File: src/rtl/matrix_operand_loader_if.sv
// ============================================================================
// Module      : matrix_operand_loader_if
// Description : Element-stream input and packed-operand output bundle of the
//               2x2 matrix multiplier operand loader.
// Revision    : 1.0 - initial release
// ============================================================================
`default_nettype none

interface matrix_operand_loader_if #(
  parameter int DATA_W = 8
);
  logic [DATA_W-1:0]   in_data;
  logic                in_valid;
  logic                in_sof;
  logic                in_ready;
  logic [4*DATA_W-1:0] a_out;
  logic [4*DATA_W-1:0] b_out;
  logic                out_valid;
  logic                out_ready;
  logic                frame_err;

  // Producer of elements / consumer of operand pairs
  modport master (
    output in_data, in_valid, in_sof, out_ready,
    input  in_ready, a_out, b_out, out_valid, frame_err
  );

  // The loader itself
  modport slave (
    input  in_data, in_valid, in_sof, out_ready,
    output in_ready, a_out, b_out, out_valid, frame_err
  );
endinterface

`default_nettype wire

File: src/rtl/matrix_operand_loader.sv
// ============================================================================
// Module      : matrix_operand_loader
// Description : Collects an 8-element frame (A00..A11, B00..B11) into packed
//               32-bit operands A and B, presents them with valid/ready, and
//               flags missing/mid-frame start-of-frame and idle timeouts.
//               Optional: define MATLOAD_TRANSPOSE_B_EN to store B transposed.
// Revision    : 1.0 - initial release
// ============================================================================
`default_nettype none

module matrix_operand_loader #(
  parameter int DATA_W      = 8,
  parameter int TIMEOUT_CYC = 64
) (
  input wire logic              clk,
  input wire logic              rst,
  matrix_operand_loader_if.slave bus
);

  localparam int C_TO_W = (TIMEOUT_CYC > 1) ? $clog2(TIMEOUT_CYC + 1) : 1;
  localparam logic [C_TO_W-1:0] C_TO_LAST =
    C_TO_W'((TIMEOUT_CYC > 0) ? TIMEOUT_CYC - 1 : 0);

  typedef enum logic [1:0] {
    S_IDLE    = 2'd0,
    S_LOAD_A  = 2'd1,
    S_LOAD_B  = 2'd2,
    S_PRESENT = 2'd3
  } state_t;

  state_t              r_state;
  logic [3:0]          r_elem_cnt;
  logic [C_TO_W-1:0]   r_to_cnt;
  logic [4*DATA_W-1:0] r_a;
  logic [4*DATA_W-1:0] r_b;
  logic                r_out_valid;
  logic                r_frame_err;

  logic                w_in_ready;
  logic                w_accept;
  logic [1:0]          w_a_pos;
  logic [1:0]          w_b_slot;
  logic [1:0]          w_b_pos;

  assign w_in_ready = (r_state != S_PRESENT);
  assign w_accept   = bus.in_valid & w_in_ready;

  // Slot positions count from the MSB end: element 0 lands in the top byte.
  assign w_a_pos = 2'd3 - r_elem_cnt[1:0];

`ifdef MATLOAD_TRANSPOSE_B_EN
  // Stream order B00,B01,B10,B11 is stored as B00,B10,B01,B11 (row/col swap).
  assign w_b_slot = {r_elem_cnt[0], r_elem_cnt[1]};
`else
  assign w_b_slot = r_elem_cnt[1:0];
`endif
  assign w_b_pos = 2'd3 - w_b_slot;

  // Frame assembly state machine with timeout and framing-error detection
  always_ff @(posedge clk or posedge rst) begin
    if (rst) begin
      r_state     <= S_IDLE;
      r_elem_cnt  <= 4'd0;
      r_to_cnt    <= '0;
      r_a         <= '0;
      r_b         <= '0;
      r_out_valid <= 1'b0;
      r_frame_err <= 1'b0;
    end else begin
      r_frame_err <= 1'b0;
      case (r_state)
        S_IDLE: begin
          r_to_cnt <= '0;
          if (w_accept) begin
            if (bus.in_sof) begin
              r_a[4*DATA_W-1 -: DATA_W] <= bus.in_data;
              r_elem_cnt                <= 4'd1;
              r_state                   <= S_LOAD_A;
            end else begin
              // Element without a frame start is dropped.
              r_frame_err <= 1'b1;
            end
          end
        end

        S_LOAD_A, S_LOAD_B: begin
          if (w_accept) begin
            r_to_cnt <= '0;
            if (bus.in_sof) begin
              // A new frame start overrides the partial one.
              r_frame_err               <= 1'b1;
              r_a[4*DATA_W-1 -: DATA_W] <= bus.in_data;
              r_elem_cnt                <= 4'd1;
              r_state                   <= S_LOAD_A;
            end else if (r_state == S_LOAD_A) begin
              r_a[w_a_pos*DATA_W +: DATA_W] <= bus.in_data;
              r_elem_cnt                    <= r_elem_cnt + 4'd1;
              if (r_elem_cnt == 4'd3) begin
                r_state <= S_LOAD_B;
              end
            end else begin
              r_b[w_b_pos*DATA_W +: DATA_W] <= bus.in_data;
              r_elem_cnt                    <= r_elem_cnt + 4'd1;
              if (r_elem_cnt == 4'd7) begin
                r_state     <= S_PRESENT;
                r_out_valid <= 1'b1;
              end
            end
          end else if (TIMEOUT_CYC != 0) begin
            if (r_to_cnt == C_TO_LAST) begin
              // Partial operand contents are left as-is.
              r_frame_err <= 1'b1;
              r_elem_cnt  <= 4'd0;
              r_to_cnt    <= '0;
              r_state     <= S_IDLE;
            end else begin
              r_to_cnt <= r_to_cnt + 1'b1;
            end
          end
        end

        S_PRESENT: begin
          r_to_cnt <= '0;
          if (r_out_valid && bus.out_ready) begin
            r_out_valid <= 1'b0;
            r_elem_cnt  <= 4'd0;
            r_state     <= S_IDLE;
          end
        end

        default: r_state <= S_IDLE;
      endcase
    end
  end

  assign bus.in_ready  = w_in_ready;
  assign bus.a_out     = r_a;
  assign bus.b_out     = r_b;
  assign bus.out_valid = r_out_valid;
  assign bus.frame_err = r_frame_err;

endmodule

`default_nettype wire

File: src/flat_wrapper.sv
// flat-port wrapper written by rule: the top's interface ports become plain ports
module matrix_operand_loader_flat 
#(
  parameter int DATA_W      = 8,
  parameter int TIMEOUT_CYC = 64
)
  (clk, rst, bus_in_data, bus_in_valid, bus_in_sof, bus_out_ready, bus_in_ready, bus_a_out, bus_b_out, bus_out_valid, bus_frame_err);
  matrix_operand_loader_if #(.DATA_W(DATA_W)) bus_i ();
  input wire logic clk;
  input wire logic rst;
  input wire logic [$bits(bus_i.in_data)-1:0] bus_in_data;
  input wire logic [$bits(bus_i.in_valid)-1:0] bus_in_valid;
  input wire logic [$bits(bus_i.in_sof)-1:0] bus_in_sof;
  input wire logic [$bits(bus_i.out_ready)-1:0] bus_out_ready;
  output wire logic [$bits(bus_i.in_ready)-1:0] bus_in_ready;
  output wire logic [$bits(bus_i.a_out)-1:0] bus_a_out;
  output wire logic [$bits(bus_i.b_out)-1:0] bus_b_out;
  output wire logic [$bits(bus_i.out_valid)-1:0] bus_out_valid;
  output wire logic [$bits(bus_i.frame_err)-1:0] bus_frame_err;
  assign bus_i.in_data = bus_in_data;
  assign bus_i.in_valid = bus_in_valid;
  assign bus_i.in_sof = bus_in_sof;
  assign bus_i.out_ready = bus_out_ready;
  assign bus_in_ready = bus_i.in_ready;
  assign bus_a_out = bus_i.a_out;
  assign bus_b_out = bus_i.b_out;
  assign bus_out_valid = bus_i.out_valid;
  assign bus_frame_err = bus_i.frame_err;
  matrix_operand_loader #(.DATA_W(DATA_W), .TIMEOUT_CYC(TIMEOUT_CYC)) u_core (.clk(clk), .rst(rst), .bus(bus_i));
endmodule
File: config.mk
export PLATFORM = sky130hd
export DESIGN_NAME = matrix_operand_loader_flat
export DESIGN_NICKNAME = d
export VERILOG_FILES = /design/src/rtl/matrix_operand_loader_if.sv /design/src/rtl/matrix_operand_loader.sv /design/src/flat_wrapper.sv
export SDC_FILE = /design/constraint.sdc
export NUM_CORES = 1
export LEC_CHECK = 0
export ABC_AREA = 1
export CAP_MARGIN = 5
export CORE_UTILIZATION = 55
export CTS_CLUSTER_SIZE = 16
export DETAILED_ROUTE_END_ITERATION = 16
export PLACE_DENSITY = 0.85
export SETUP_SLACK_MARGIN = 0.02
export SYNTH_ARGS = -nofsm -noshare
export SYNTH_HDL_FRONTEND = slang
export SYNTH_SLANG_ARGS = --single-unit
File: constraint.sdc
create_clock -name clk -period 3.3 [get_ports clk]
set_input_delay 0.33 -clock clk [delete_from_list [all_inputs] [get_ports clk]]
set_output_delay 0.33 -clock clk [all_outputs]
set_load 0.02 [all_outputs]
==> results.py, run 1 <==
metrics = {
    "layout": {
        "drive_gt1_share_pct": 8.99,
        "finalNonFillerCells": 611,
        "mostFrequentLayoutCell": "nand2_1",
        "final_cell_mix": "nand2_1 (140), clkdlybuf4s50_1 (79), dfrtp_1 (79), o21ai_1 (48), inv_1 (27)",
        "n_fill_cell": 474,
        "area_delta_synth_final_pct": 27.3,
        "nets": 553,
        "diodes": 0,
    },
    "detailed_routing": {
        "drt_iter0_markers": 308,
        "ant_nets": 0,
        "wirelength_um": 9650,
        "drt_pre_antenna_iters": 5,
        "wl_per_cell_um": 15.8,
        "drc": 0,
        "vias_per_cell": 5.70,
        "via_count": 3480,
    },
    "worst_setup_path": {
        "path_cells": "inv_1 -> ha_1 -> inv_1 -> nand3_1 -> o22ai_1 -> nand3_1 -> nand2_1",
        "crit_arrival_ns": 2.67,
        "crit_slowest_cell": "dfrtp_1",
        "max_stage_delay_ns": 0.62,
        "crit_family": "buffers and inverters",
        "crit_fanout": 15,
        "end_kind": "flop",
        "path_buf_inv": 2,
        "worstPathRequired_ns": 3.60,
        "crit_type": "flop to flop",
        "startpoint_type": "flop",
    },
    "synthesis": {
        "synth_cell_type_count": 31,
        "yosysTopAreaCell": "dfrtp_1",
        "synth_area_um2": 3810,
        "yosys-top-cells-area": "dfrtp_1 (52%), nand2_1 (14%), o21ai_1 (6.3%)",
        "yosysTopAreaCellShare_pct": 51.9,
        "avgSynthCellArea_um2": 8.46,
        "ys_seq_area_share_pct": 51.9,
        "syn_inst": 450,
        "synth_seq_cells": 79,
        "synth_fp_nets": 473,
        "yosys_warnings": 0,
    },
    "die": {
        "dieArea_um2": 7260,
        "start_util_pct": 58.3,
        "core-area_um2": 6530,
        "top_level_ports": 80,
        "die_y_um": 85.2,
        "dieWidth_um": 85.2,
        "rows": 29,
    },
    "power_and_ir_drop": {
        "ir_worst_vdd_v": 0.000500,
        "cellPowerDensity_nw_per_um2": 826,
        "cellLeakagePower_nw": 2.30,
    },
    "sta": {
        "hold_violations": 0,
        "fin_crit_ns": 2.37,
        "rsz0062_at_grt": "no",
        "period_share_pct": 71.8,
        "clock_skew_ns": 0.00525,
        "tightest_slew_ns": 0.577,
        "fin_tns_setup_ns": 0,
        "drv_slew": 0,
        "slew_headroom_pct": 61.5,
        "finalSetupViolations": 0,
        "timing.fmax_mhz": 422,
    },
    "clocking": {
        "cts.sink_count": 79,
        "numCtsBuffers": 9,
        "insertion_delay_ns": 0.35,
        "postCtsSetupBuffers": 0,
        "cts.clk_slew.worst_paths_ns": 0.08,
        "clockBufferDepth": 2,
        "cts_tree": "done",
        "cts_hold_buf": 0,
        "cts_resized": 0,
        "cts-root-buf": "clkbuf_8",
        "htreeDepth": 3,
    },
    "global_routing": {
        "grt_first_pass_wirelength_um": 16400,
        "antenna_found_initial": 0,
        "grt_pass1_vias": 3334,
        "grt_overflow": 0,
        "grt_use_total_pct": 29.1,
        "grt_max_degree": 54,
    },
    "placement": {
        "place_hpwl_um": 7060,
        "dp.cells": 596,
        "numPortBuffers": 79,
        "place.gp.congestion": 0.960,
    },
    "run_status": {
        "status": "completed",
    },
    "hold_path": {
        "hp-class": "input port to asynchronous set/reset pin",
    },
    "run": {
        "max_cap_violations": 0,
    },
}
## area by class of cell
type / count / area [um2] / share of cell area (%)
timing repair buffer: 80 / 811 / 16.7
clock buffer: 10 / 138 / 2.84
clock inverter: 5 / 56.3 / 1.16
multi-input combinational: 323 / 1630 / 33.5
sequential: 79 / 1980 / 40.8
tap: 77 / 96.3 / 1.99
inverter: 37 / 144 / 2.97
## per-layer routing
metal | part of all wire (%) | global-route usage (%) | vias to the layer above
li1 | - | - | 1645
met1 | 43 | 40.9 | 1634
met2 | 47 | 45.2 | 179
met3 | 7.5 | 6.32 | 22
met4 | 2.1 | 9.86 | 0
met5 | 0 | 0 | -
## metrics by stage
stage | area, um2 | total power [mW] | util, % | setup slack, ns | hold slack [ns]
final | 4850 | 4.00 | 74.2 | 0.929 | 0.354
after global placement | 4650 | 3.21 | 71.3 | 1.10 | 0.450
after CTS | 4850 | 3.98 | 74.2 | 1.00 | 0.382
after global routing | 4850 | 4.26 | 74.2 | 0.736 | 0.400
after detailed placement | 4650 | 3.26 | 71.3 | 1.04 | 0.467
after floorplan | 3810 | 2.62 | - | 0.947 | 0.433
## sequential cells by signal, summed over array words and instances, names as in the netlist
| signal | count |
|---|---|
| u_core.r_state | 2 |
| u_core.bus.out_valid | 1 |
| u_core.bus.b_out | 32 |
| u_core.r_to_cnt | 7 |
| u_core.bus.a_out | 32 |
| u_core.bus.frame_err | 1 |
| u_core.r_elem_cnt | 4 |
## kinds of logic (layout without fill, tap and decap cells)
family / Yosys count / in the layout / share of synthesized area (%)
AOI/OAI and AO/OA: 87 / 87 / 12.0
xor gates and xnor gates: 1 / 1 / 0.230
adders and majority gates: 10 / 10 / 3.29
buffers and inverters: 48 / 132 / 5.39
DFF: 79 / 79 / 51.9
and+or+nand+nor: 225 / 225 / 27.2
## final timing paths
| check | startpoint | end | slack (ns) | cells past startpoint |
|---|---|---|---|---|
| worst max-delay path | u_core.r_elem_cnt[0]$_DFFE_PP0P_ | u_core.bus.a_out[27]$_DFFE_PP0P_ | 0.93 | 7 |
| worst min register to register | u_core.r_to_cnt[0]$_DFF_PP0_ | u_core.r_to_cnt[0]$_DFF_PP0_ | 0.47 | 1 |
| min in group clk | u_core.r_to_cnt[0]$_DFF_PP0_ | u_core.r_to_cnt[0]$_DFF_PP0_ | 0.47 | 1 |
| max in group asynchronous | rst | u_core.bus.a_out[31]$_DFFE_PP0P_ | 2.27 | 3 |
| worst max register to register | u_core.r_elem_cnt[0]$_DFFE_PP0P_ | u_core.bus.a_out[27]$_DFFE_PP0P_ | 0.93 | 7 |
| worst min-delay path | rst | u_core.bus.b_out[23]$_DFFE_PP0P_ | 0.35 | 2 |
## cells in the mapped netlist
master / instances
nor2_2: 4
o22ai_1: 9
nor3_1: 18
buf_1: 1
nor2_1: 15
xor2_1: 1
inv_1: 28
inv_4: 2
buf_4: 2
o21ai_0: 23
nand2_1: 140
o211ai_2: 1
nor3_2: 1
nand3_1: 25
a31oi_1: 1
o21ai_1: 48
nand4_1: 3
nand3b_1: 1
clkbuf_1: 3
nand2_2: 5
o21a_1: 1
dfrtp_1: 79
nor3b_1: 2
a21oi_1: 4
buf_2: 4
nand3_4: 1
nand2_4: 2
ha_1: 10
buf_6: 1
nor2_4: 8
inv_2: 7
## report_power, final
part	leakage [nW]	total [mW]	switching [mW]	internal [mW]
clock network	0.0985	0.723	0.357	0.366
logic	1.12	1.94	1.27	0.677
registers	1.08	1.34	0.157	1.18
No activity file was read; power rests on OpenSTA's default activity.
==> run 2: changes to the inputs <==
--- a/config.mk
+++ b/config.mk
@@ -7,10 +7,10 @@
 export LEC_CHECK = 0
 export ABC_AREA = 1
 export CAP_MARGIN = 5
-export CORE_UTILIZATION = 55
+export CORE_UTILIZATION = 51
 export CTS_CLUSTER_SIZE = 16
 export DETAILED_ROUTE_END_ITERATION = 16
-export PLACE_DENSITY = 0.85
+export PLACE_DENSITY = 0.8
 export SETUP_SLACK_MARGIN = 0.02
 export SYNTH_ARGS = -nofsm -noshare
 export SYNTH_HDL_FRONTEND = slang
==> constraint.sdc (replaced) <==
create_clock -name clk -period 2.4 [get_ports clk]
set_input_delay 0.24 -clock clk [delete_from_list [all_inputs] [get_ports clk]]
set_output_delay 0.24 -clock clk [all_outputs]
set_load 0.02 [all_outputs]
==> results.py, run 2 (synthesis results as in run 1) <==
metrics = {
    "clocking": {
        "cts_resized": 0,
        "postCtsSetupBuffers": 0,
        "insertion_delay_ns": 0.36,
        "cts_tree": "done",
        "cts_hold_buf": 0,
        "numCtsBuffers": 9,
        "cts.clk_slew.worst_paths_ns": 0.08,
        "htreeDepth": 3,
        "clockBufferDepth": 2,
        "cts.sink_count": 79,
        "cts-root-buf": "clkbuf_8",
    },
    "sta": {
        "rsz0062_at_grt": "no",
        "hold_violations": 0,
        "fin_crit_ns": 2.14,
        "timing.fmax_mhz": 466,
        "fin_tns_setup_ns": 0,
        "slew_headroom_pct": 61.9,
        "tightest_slew_ns": 0.571,
        "drv_slew": 0,
        "period_share_pct": 89.3,
        "finalSetupViolations": 0,
        "clock_skew_ns": 0.0101,
    },
    "layout": {
        "final_cell_mix": "nand2_1 (140), clkdlybuf4s50_1 (79), dfrtp_1 (79), o21ai_1 (48), inv_1 (27)",
        "mostFrequentLayoutCell": "nand2_1",
        "diodes": 0,
        "final_core_util_pct": 68.0,
        "area_delta_synth_final_pct": 29.5,
        "nets": 555,
        "drive_gt1_share_pct": 9.14,
    },
    "worst_setup_path": {
        "r2r_cells": 8,
        "rr_endpoint": "u_core.bus.b_out[15]$_DFFE_PP0P_",
        "ff2ff_setup_slack_ns": 0.26,
        "crit_type": "flop to flop",
        "worstPathRequired_ns": 2.70,
        "startpoint_type": "flop",
        "end_kind": "flop",
        "crit_fanout": 18,
        "crit-reg2reg-launch": "u_core.r_state[0]$_DFFE_PP0P_",
        "crit_arrival_ns": 2.44,
    },
    "die": {
        "rows": 31,
        "dieArea_um2": 7820,
        "die_y_um": 88.4,
        "top_level_ports": 80,
        "start_util_pct": 52.5,
        "dieWidth_um": 88.4,
        "core-area_um2": 7250,
    },
    "global_routing": {
        "grt_max_degree": 80,
        "grt_overflow": 0,
        "grt_use_total_pct": 26.9,
        "antenna_found_initial": 0,
        "grt_first_pass_wirelength_um": 15800,
        "grt_pass1_vias": 3263,
    },
    "power_and_ir_drop": {
        "ir_worst_vdd_v": 0.000771,
        "cellPowerDensity_nw_per_um2": 1160,
        "cellLeakagePower_nw": 2.32,
        "total_power_mw": 5.70,
    },
    "detailed_routing": {
        "wl_per_cell_um": 15.4,
        "drt_pre_antenna_iters": 6,
        "drt_iter0_markers": 235,
        "ant_nets": 0,
        "vias_per_cell": 5.46,
        "drc": 0,
        "via_count": 3470,
        "wirelength_um": 9810,
    },
    "placement": {
        "place_hpwl_um": 6850,
        "place.gp.congestion": 0.996,
        "numPortBuffers": 79,
    },
    "run_status": {
        "status": "completed",
    },
    "run": {
        "max_cap_violations": 0,
    },
    "hold_path": {
        "hp-class": "input port to asynchronous set/reset pin",
    },
}
## run 2: cell count changes in the layout (fill, tap and decap cells not counted)
cell / delta
clkbuf_1: +1
buf_4: +2
bufinv_16: +2
clkbuf_8: -1
clkinv_2: -2
## run 2: worst max-delay path by stage
stage | startpoint | to | slack (ns) | depth (start not counted)
2_1_floorplan | rst | u_core.bus.a_out[0]$_DFFE_PP0P_ | 0.14 | 1
3_3_place_gp | u_core.r_state[0]$_DFFE_PP0P_ | u_core.bus.b_out[11]$_DFFE_PP0P_ | 0.41 | 8
3_5_place_dp | u_core.r_state[0]$_DFFE_PP0P_ | u_core.bus.b_out[11]$_DFFE_PP0P_ | 0.32 | 8
4_1_cts | u_core.r_state[0]$_DFFE_PP0P_ | bus_in_ready | 0.28 | 3
5_1_grt | u_core.r_state[0]$_DFFE_PP0P_ | u_core.bus.b_out[15]$_DFFE_PP0P_ | 0.12 | 8
6_report | u_core.r_state[0]$_DFFE_PP0P_ | u_core.bus.b_out[15]$_DFFE_PP0P_ | 0.26 | 8
## run 2: cell type report
class / instances / area [um2]
clock buffers: 10 / 128
clock inverters: 5 / 106
fillers: 584 / 2320
inverters: 37 / 144
multi-input cells: 323 / 1630
flip-flops and latches: 79 / 1980
well taps: 99 / 124
repair buffers: 82 / 826
## run 2: through the flow
stage,worst slack (ns),hold slack (ns),instances,cell area [um2]
3_5_place_dp,0.317,0.467,620,4700
4_1_cts,0.280,0.314,635,4930
5_1_grt,0.115,0.328,635,4930
3_3_place_gp,0.414,0.455,620,4700
2_1_floorplan,0.137,0.426,450,3810
6_report,0.256,0.287,635,4930
## run 2: power breakdown
| part | total (mW) | switching (mW) | internal [mW] |
|---|---|---|---|
| logic | 2.72 | 1.76 | 0.952 |
| clock network | 1.19 | 0.498 | 0.689 |
| registers | 1.80 | 0.176 | 1.62 |
## run 2: routing by layer
layer | wire [um] | GRT usage (%) | up-vias
met5 | 0 | 0 | -
met4 | 309 | 14.7 | 0
met3 | 714 | 5.32 | 31
met2 | 4640 | 41.2 | 148
met1 | 4150 | 36.2 | 1643
li1 | - | - | 1648
## run 2: worst max-delay path, cell delays in order (launching register included)
cell and delay (ns):
dfrtp_1 0.45, inv_1 0.11, ha_1 0.53, nand3_4 0.18
nor2_4 0.19, inv_2 0.19, nor2_4 0.23, nand2_1 0.11
nand2_1 0.09
==> run 3: changes to the inputs <==
--- a/config.mk
+++ b/config.mk
@@ -7,10 +7,10 @@
 export LEC_CHECK = 0
 export ABC_AREA = 1
 export CAP_MARGIN = 5
-export CORE_UTILIZATION = 51
+export CORE_UTILIZATION = 40
 export CTS_CLUSTER_SIZE = 16
 export DETAILED_ROUTE_END_ITERATION = 16
-export PLACE_DENSITY = 0.8
+export PLACE_DENSITY = 0.65
 export SETUP_SLACK_MARGIN = 0.02
 export SYNTH_ARGS = -nofsm -noshare
 export SYNTH_HDL_FRONTEND = slang
==> results.py, run 3 (synthesis results as in run 1) <==
metrics = {
    "die": {
        "top_level_ports": 80,
        "core-area_um2": 9240,
        "die_y_um": 99.6,
        "dieWidth_um": 99.6,
        "start_util_pct": 41.2,
        "rows": 35,
        "dieArea_um2": 9920,
    },
    "detailed_routing": {
        "vias_per_cell": 4.91,
        "drt_iter0_markers": 191,
        "drt_pre_antenna_iters": 4,
        "ant_nets": 0,
        "wl_per_cell_um": 14.3,
        "drc": 0,
        "wirelength_um": 9530,
        "via_count": 3273,
    },
    "clocking": {
        "numCtsBuffers": 9,
        "postCtsSetupBuffers": 0,
        "insertion_delay_ns": 0.34,
        "cts-root-buf": "clkbuf_8",
        "cts.clk_slew.worst_paths_ns": 0.08,
        "cts.sink_count": 79,
        "cts_resized": 0,
        "cts_tree": "done",
        "htreeDepth": 3,
        "clockBufferDepth": 2,
        "cts_hold_buf": 0,
    },
    "worst_setup_path": {
        "max_stage_delay_ns": 0.62,
        "r2r_cells": 8,
        "worstPathRequired_ns": 2.16,
        "startpoint_type": "flop",
        "rr_endpoint": "u_core.bus.b_out[21]$_DFFE_PP0P_",
        "path_cells": "ha_1 -> inv_4 -> clkdlybuf4s50_1",
        "crit_family": "buffers and inverters",
        "ff2ff_setup_slack_ns": 0.29,
        "end_kind": "primary output",
        "crit-reg2reg-launch": "u_core.r_state[0]$_DFFE_PP0P_",
        "crit_fanout": 6,
        "path_buf_inv": 2,
        "crit_type": "flop to primary output",
        "crit_slowest_cell": "clkdlybuf4s50_1",
        "crit_arrival_ns": 1.87,
    },
    "power_and_ir_drop": {
        "p_int_mw": 3.19,
        "seq_power_share_pct": 31.9,
        "p_clk_share_pct": 20.2,
        "ir_worst_vdd_v": 0.000621,
        "cellPowerDensity_nw_per_um2": 1140,
        "cellLeakagePower_nw": 2.33,
        "total_power_mw": 5.64,
        "p_sw_share_pct": 43.4,
        "p_switching_mw": 2.45,
        "comb_power_share_pct": 47.9,
    },
    "sta": {
        "period_share_pct": 88.1,
        "finalSetupViolations": 0,
        "fin_crit_ns": 2.11,
        "slew_headroom_pct": 60.7,
        "rsz0062_at_grt": "no",
        "timing.fmax_mhz": 473,
        "fin_tns_setup_ns": 0,
        "drv_slew": 0,
        "clock_skew_ns": 0.00584,
        "tightest_slew_ns": 0.588,
        "hold_violations": 0,
    },
    "global_routing": {
        "antenna_found_initial": 0,
        "grt_first_pass_wirelength_um": 15800,
        "grt_use_total_pct": 20.4,
        "grt_overflow": 0,
        "grt_pass1_vias": 3198,
        "grt_max_degree": 54,
    },
    "layout": {
        "nets": 555,
        "n_fill_cell": 876,
        "final_cell_mix": "nand2_1 (140), clkdlybuf4s50_1 (79), dfrtp_1 (79), o21ai_1 (48), inv_1 (27)",
        "multi_input_area_um2": 1630,
        "area_delta_synth_final_pct": 30.3,
        "drive_gt1_share_pct": 9.50,
        "diodes": 0,
        "stdcell_area_um2": 4960,
        "final_core_util_pct": 53.7,
        "register_area_um2": 1980,
        "mostFrequentLayoutCell": "nand2_1",
    },
    "placement": {
        "place.gp.congestion": 0.877,
        "numPortBuffers": 79,
        "place_hpwl_um": 6890,
        "placed_area_um2": 4730,
    },
    "run": {
        "max_cap_violations": 0,
    },
    "run_status": {
        "status": "completed",
    },
    "hold_path": {
        "hp-class": "input port to asynchronous set/reset pin",
    },
}
## run 3: changes by cell type in the layout (fill, tap and decap cells not counted)
cell | previous run | this run
clkinv_2 | 0 | 1
clkbuf_1 | 1 | 0
clkbuf_8 | 9 | 10
clkinvlp_4 | 1 | 0
bufinv_16 | 3 | 2
clkinv_4 | 0 | 1
inv_6 | 1 | 2
## run 3: per-stage QoR
stage               std cells  worst slack [ns]  hold slack, ns
floorplan                 450             0.137           0.426
global placement          650             0.399           0.457
detailed placement        650             0.291           0.456
CTS                       666             0.274           0.287
global route              666            0.0952           0.313
finish                    666             0.285           0.275
## run 3: metal layers
layer  share of wire (%)  track usage (%)  wire length (um)  vias up
met5                   0                0                 0        -
met4                 1.9             7.58               185        0
met3                 3.9             3.51               368       21
met2                  45             31.8              4260       96
met1                  49             28.7              4720     1513
li1                    -                -                 -     1643
## run 3: worst max-delay path by stage
stage | start | endpoint | slack (ns) | depth (start not counted)
floorplan | rst | u_core.bus.a_out[0]$_DFFE_PP0P_ | 0.14 | 1
global placement | u_core.r_state[0]$_DFFE_PP0P_ | u_core.bus.b_out[11]$_DFFE_PP0P_ | 0.40 | 8
detailed placement | u_core.r_state[0]$_DFFE_PP0P_ | u_core.bus.b_out[21]$_DFFE_PP0P_ | 0.29 | 8
CTS | u_core.r_state[0]$_DFFE_PP0P_ | bus_in_ready | 0.27 | 3
global route | u_core.r_state[0]$_DFFE_PP0P_ | u_core.bus.b_out[8]$_DFFE_PP0P_ | 0.1 | 8
finish | u_core.r_state[0]$_DFFE_PP0P_ | bus_in_ready | 0.29 | 3
## run 3: final cells by class
cell class | instances | share of cell area (%)
tap | 129 | 3.25
clock inverter | 6 | 1.84
inverter | 37 | 2.90
clock buffer | 10 | 2.77
timing repair buffer | 82 | 16.6
multi-input combinational | 323 | 32.8
sequential | 79 | 39.8
## run 3: power groups by stage
stage          clock (mW)  combinational (mW)  sequential [mW]
6_report             1.14                2.70             1.80
3_5_place_dp            0                2.70             1.82
3_3_place_gp            0                2.65             1.82
2_1_floorplan           0                1.50             2.10
4_1_cts              1.16                2.71             1.80
5_1_grt              1.22                2.97             1.84
==> RTL edit: new RTL, flow settings as in run 1 <==
`DATA_W` is set to 8 in 3 places; all go to 12.
--- a/src/rtl/matrix_operand_loader_if.sv
+++ b/src/rtl/matrix_operand_loader_if.sv
@@ -9,3 +9,3 @@
 interface matrix_operand_loader_if #(
-  parameter int DATA_W = 8
+  parameter int DATA_W = 12
 );
--- a/src/rtl/matrix_operand_loader.sv
+++ b/src/rtl/matrix_operand_loader.sv
@@ -11,3 +11,3 @@
 module matrix_operand_loader #(
-  parameter int DATA_W      = 8,
+  parameter int DATA_W      = 12,
   parameter int TIMEOUT_CYC = 64
--- a/src/flat_wrapper.sv
+++ b/src/flat_wrapper.sv
@@ -3,3 +3,3 @@
 #(
-  parameter int DATA_W      = 8,
+  parameter int DATA_W      = 12,
   parameter int TIMEOUT_CYC = 64
Interface: changed (resized bus_a_out, bus_b_out and bus_in_data); port bits go from 80 to 116. No check against the original RTL was run, so the function may have changed too.
==> RTL edit against run 1 <==
Power grew 68%; final area rose by 44%; hold slack improved by 0.043 ns; sequential power up 54%; wire length rose by 53%; sequential cell count up 32; critical endpoint is now u_core.bus.a_out[43]; worst setup slack worse by 0.15 ns; synthesized area is 48% higher; critical path type unchanged.
==> RTL edit: results (changes against run 1) <==
- Synth top cells by count: nand2_1, dfrtp_1, nand3_1, inv_1, o21ai_1 (was nand2_1, dfrtp_1, o21ai_1, inv_1, nand3_1)
- Number of buffers added on ports: 115 (was 79)
- Sequential cell area fraction in the yosys report: 49.1% (was 51.9%)
- Crit-path max FO: 18 (was 15)
- Reg2reg end: u_core.bus.a_out[43] (was u_core.bus.a_out[27])
- Total GRT Usage: 28.5% (was 29.1%)
- Area contributors post-synth: dfrtp_1, nand2_1, nand3_1, o21ai_1, o21ai_0 (was dfrtp_1, nand2_1, o21ai_1, ha_1, nand3_1)
- Final wirelength: 14,800 µm (was 9650 µm)
- Leak: 3.15 nW (was 2.30 nW)
- FILL cells: 771 (was 474)
- Clock latency on the worst-skew pair: 0.38 ns (was 0.35 ns)
- Xor/xnor share of the synthesized area: 0.310% (was 0.230%)
- Max Freq: 397 MHz (was 422 MHz)
- Post-synthesis compound-gate area fraction: 12.9% (was 12.0%)
- DP Worst Slack: 0.845 ns (was 1.04 ns)
- # nets final: 814 (was 553)
- Outcome: finished, final reports clean (unchanged)
- Worst Path Arrival: 2.82 ns (was 2.67 ns)
- Post-route clock skew: 0.00629 ns (was 0.00525 ns)
- Reg clk slew, reported paths: 0.10 ns (was 0.08 ns)
- Hold slack final: 0.397 ns (was 0.354 ns)
- FF-to-FF setup slack: 0.78 ns (was 0.93 ns)
- Reg2Reg Depth: 10 (was 7)
- Post-Synth Adder-Cell Area: 2.21% (was 3.29%)
- Maximum VDD drop: 0.544 mV (was 0.500 mV)
- Number of distinct library cells after synthesis: 36 (was 31)
-- RTL edit: cell count changes after synthesis, moves of 5 or more --
cell and delta:
nand2_1 +81, buf_4 +6, dfrtp_1 +32, nor2_1 +20, o21ai_2 +10, nor3_1 -13
buf_6 +11, buf_2 +5, inv_1 +15, a21oi_1 +26, o21ai_1 -9, o21ai_0 +14
nand3_1 +30
-- RTL edit: kinds of logic (layout without fill, tap and decap cells) --
kind of cell | after synthesis | after routing
adder cells (fa/ha/maj) | 10 | 10
flip-flops | 111 | 111
AND/OR/NAND/NOR | 345 | 345
AO/OA/AOI/OAI | 130 | 130
buffers and inverters | 88 | 194
XOR/XNOR | 2 | 2
-- RTL edit: critical path: stages (launching register included) --
cell and delay (ns):
dfrtp_1 0.42, inv_4 0.12, ha_1 0.58, inv_1 0.11, nand2_1 0.12, nand2_4 0.14
inv_2 0.27, nand3_1 0.17, o21ai_0 0.24, nand2_1 0.09, a21oi_1 0.17
-- RTL edit: area by class of cell --
cell class / instances / area share (%)
sequential: 111 / 39.9
multi-input combinational: 487 / 34.5
timing repair buffer: 121 / 17.2
inverter: 57 / 3.29
tap: 133 / 2.39
clock buffer: 11 / 2.03
clock inverter: 5 / 0.808
-- RTL edit: through the flow --
step	cell area (µm²)	utilization [%]	instances
after detailed placement	6770	68.6	909
after CTS	6970	70.6	925
after floorplan	5650	-	686
after global placement	6770	68.6	909
after global routing	6970	70.6	925
final	6970	70.6	925
-- RTL edit: worst max-delay path by stage --
stage	end	slack [ns]
6_report	u_core.bus.a_out[43]	0.78
5_1_grt	u_core.bus.a_out[41]	0.66
4_1_cts	u_core.bus.a_out[43]	0.84
3_5_place_dp	u_core.bus.a_out[34]	0.85
3_3_place_gp	u_core.bus.a_out[43]	0.93
2_1_floorplan	u_core.bus.a_out[0]	0.04
-- RTL edit: where the power goes --
group / internal, mW / switching (mW) / total, mW
logic: 1.36 / 2.49 / 3.85
clock network: 0.373 / 0.455 / 0.827
registers: 1.79 / 0.273 / 2.06
-- RTL edit: metal layers --
metal  vias to the layer above  GRT usage (%)  part of all wire [%]
li1                       2434              -                     -
met1                      2426           38.7                    44
met2                       218           47.8                    48
met3                        16           5.11                   6.4
met4                         0           6.39                   1.3
met5                         -              0                     0
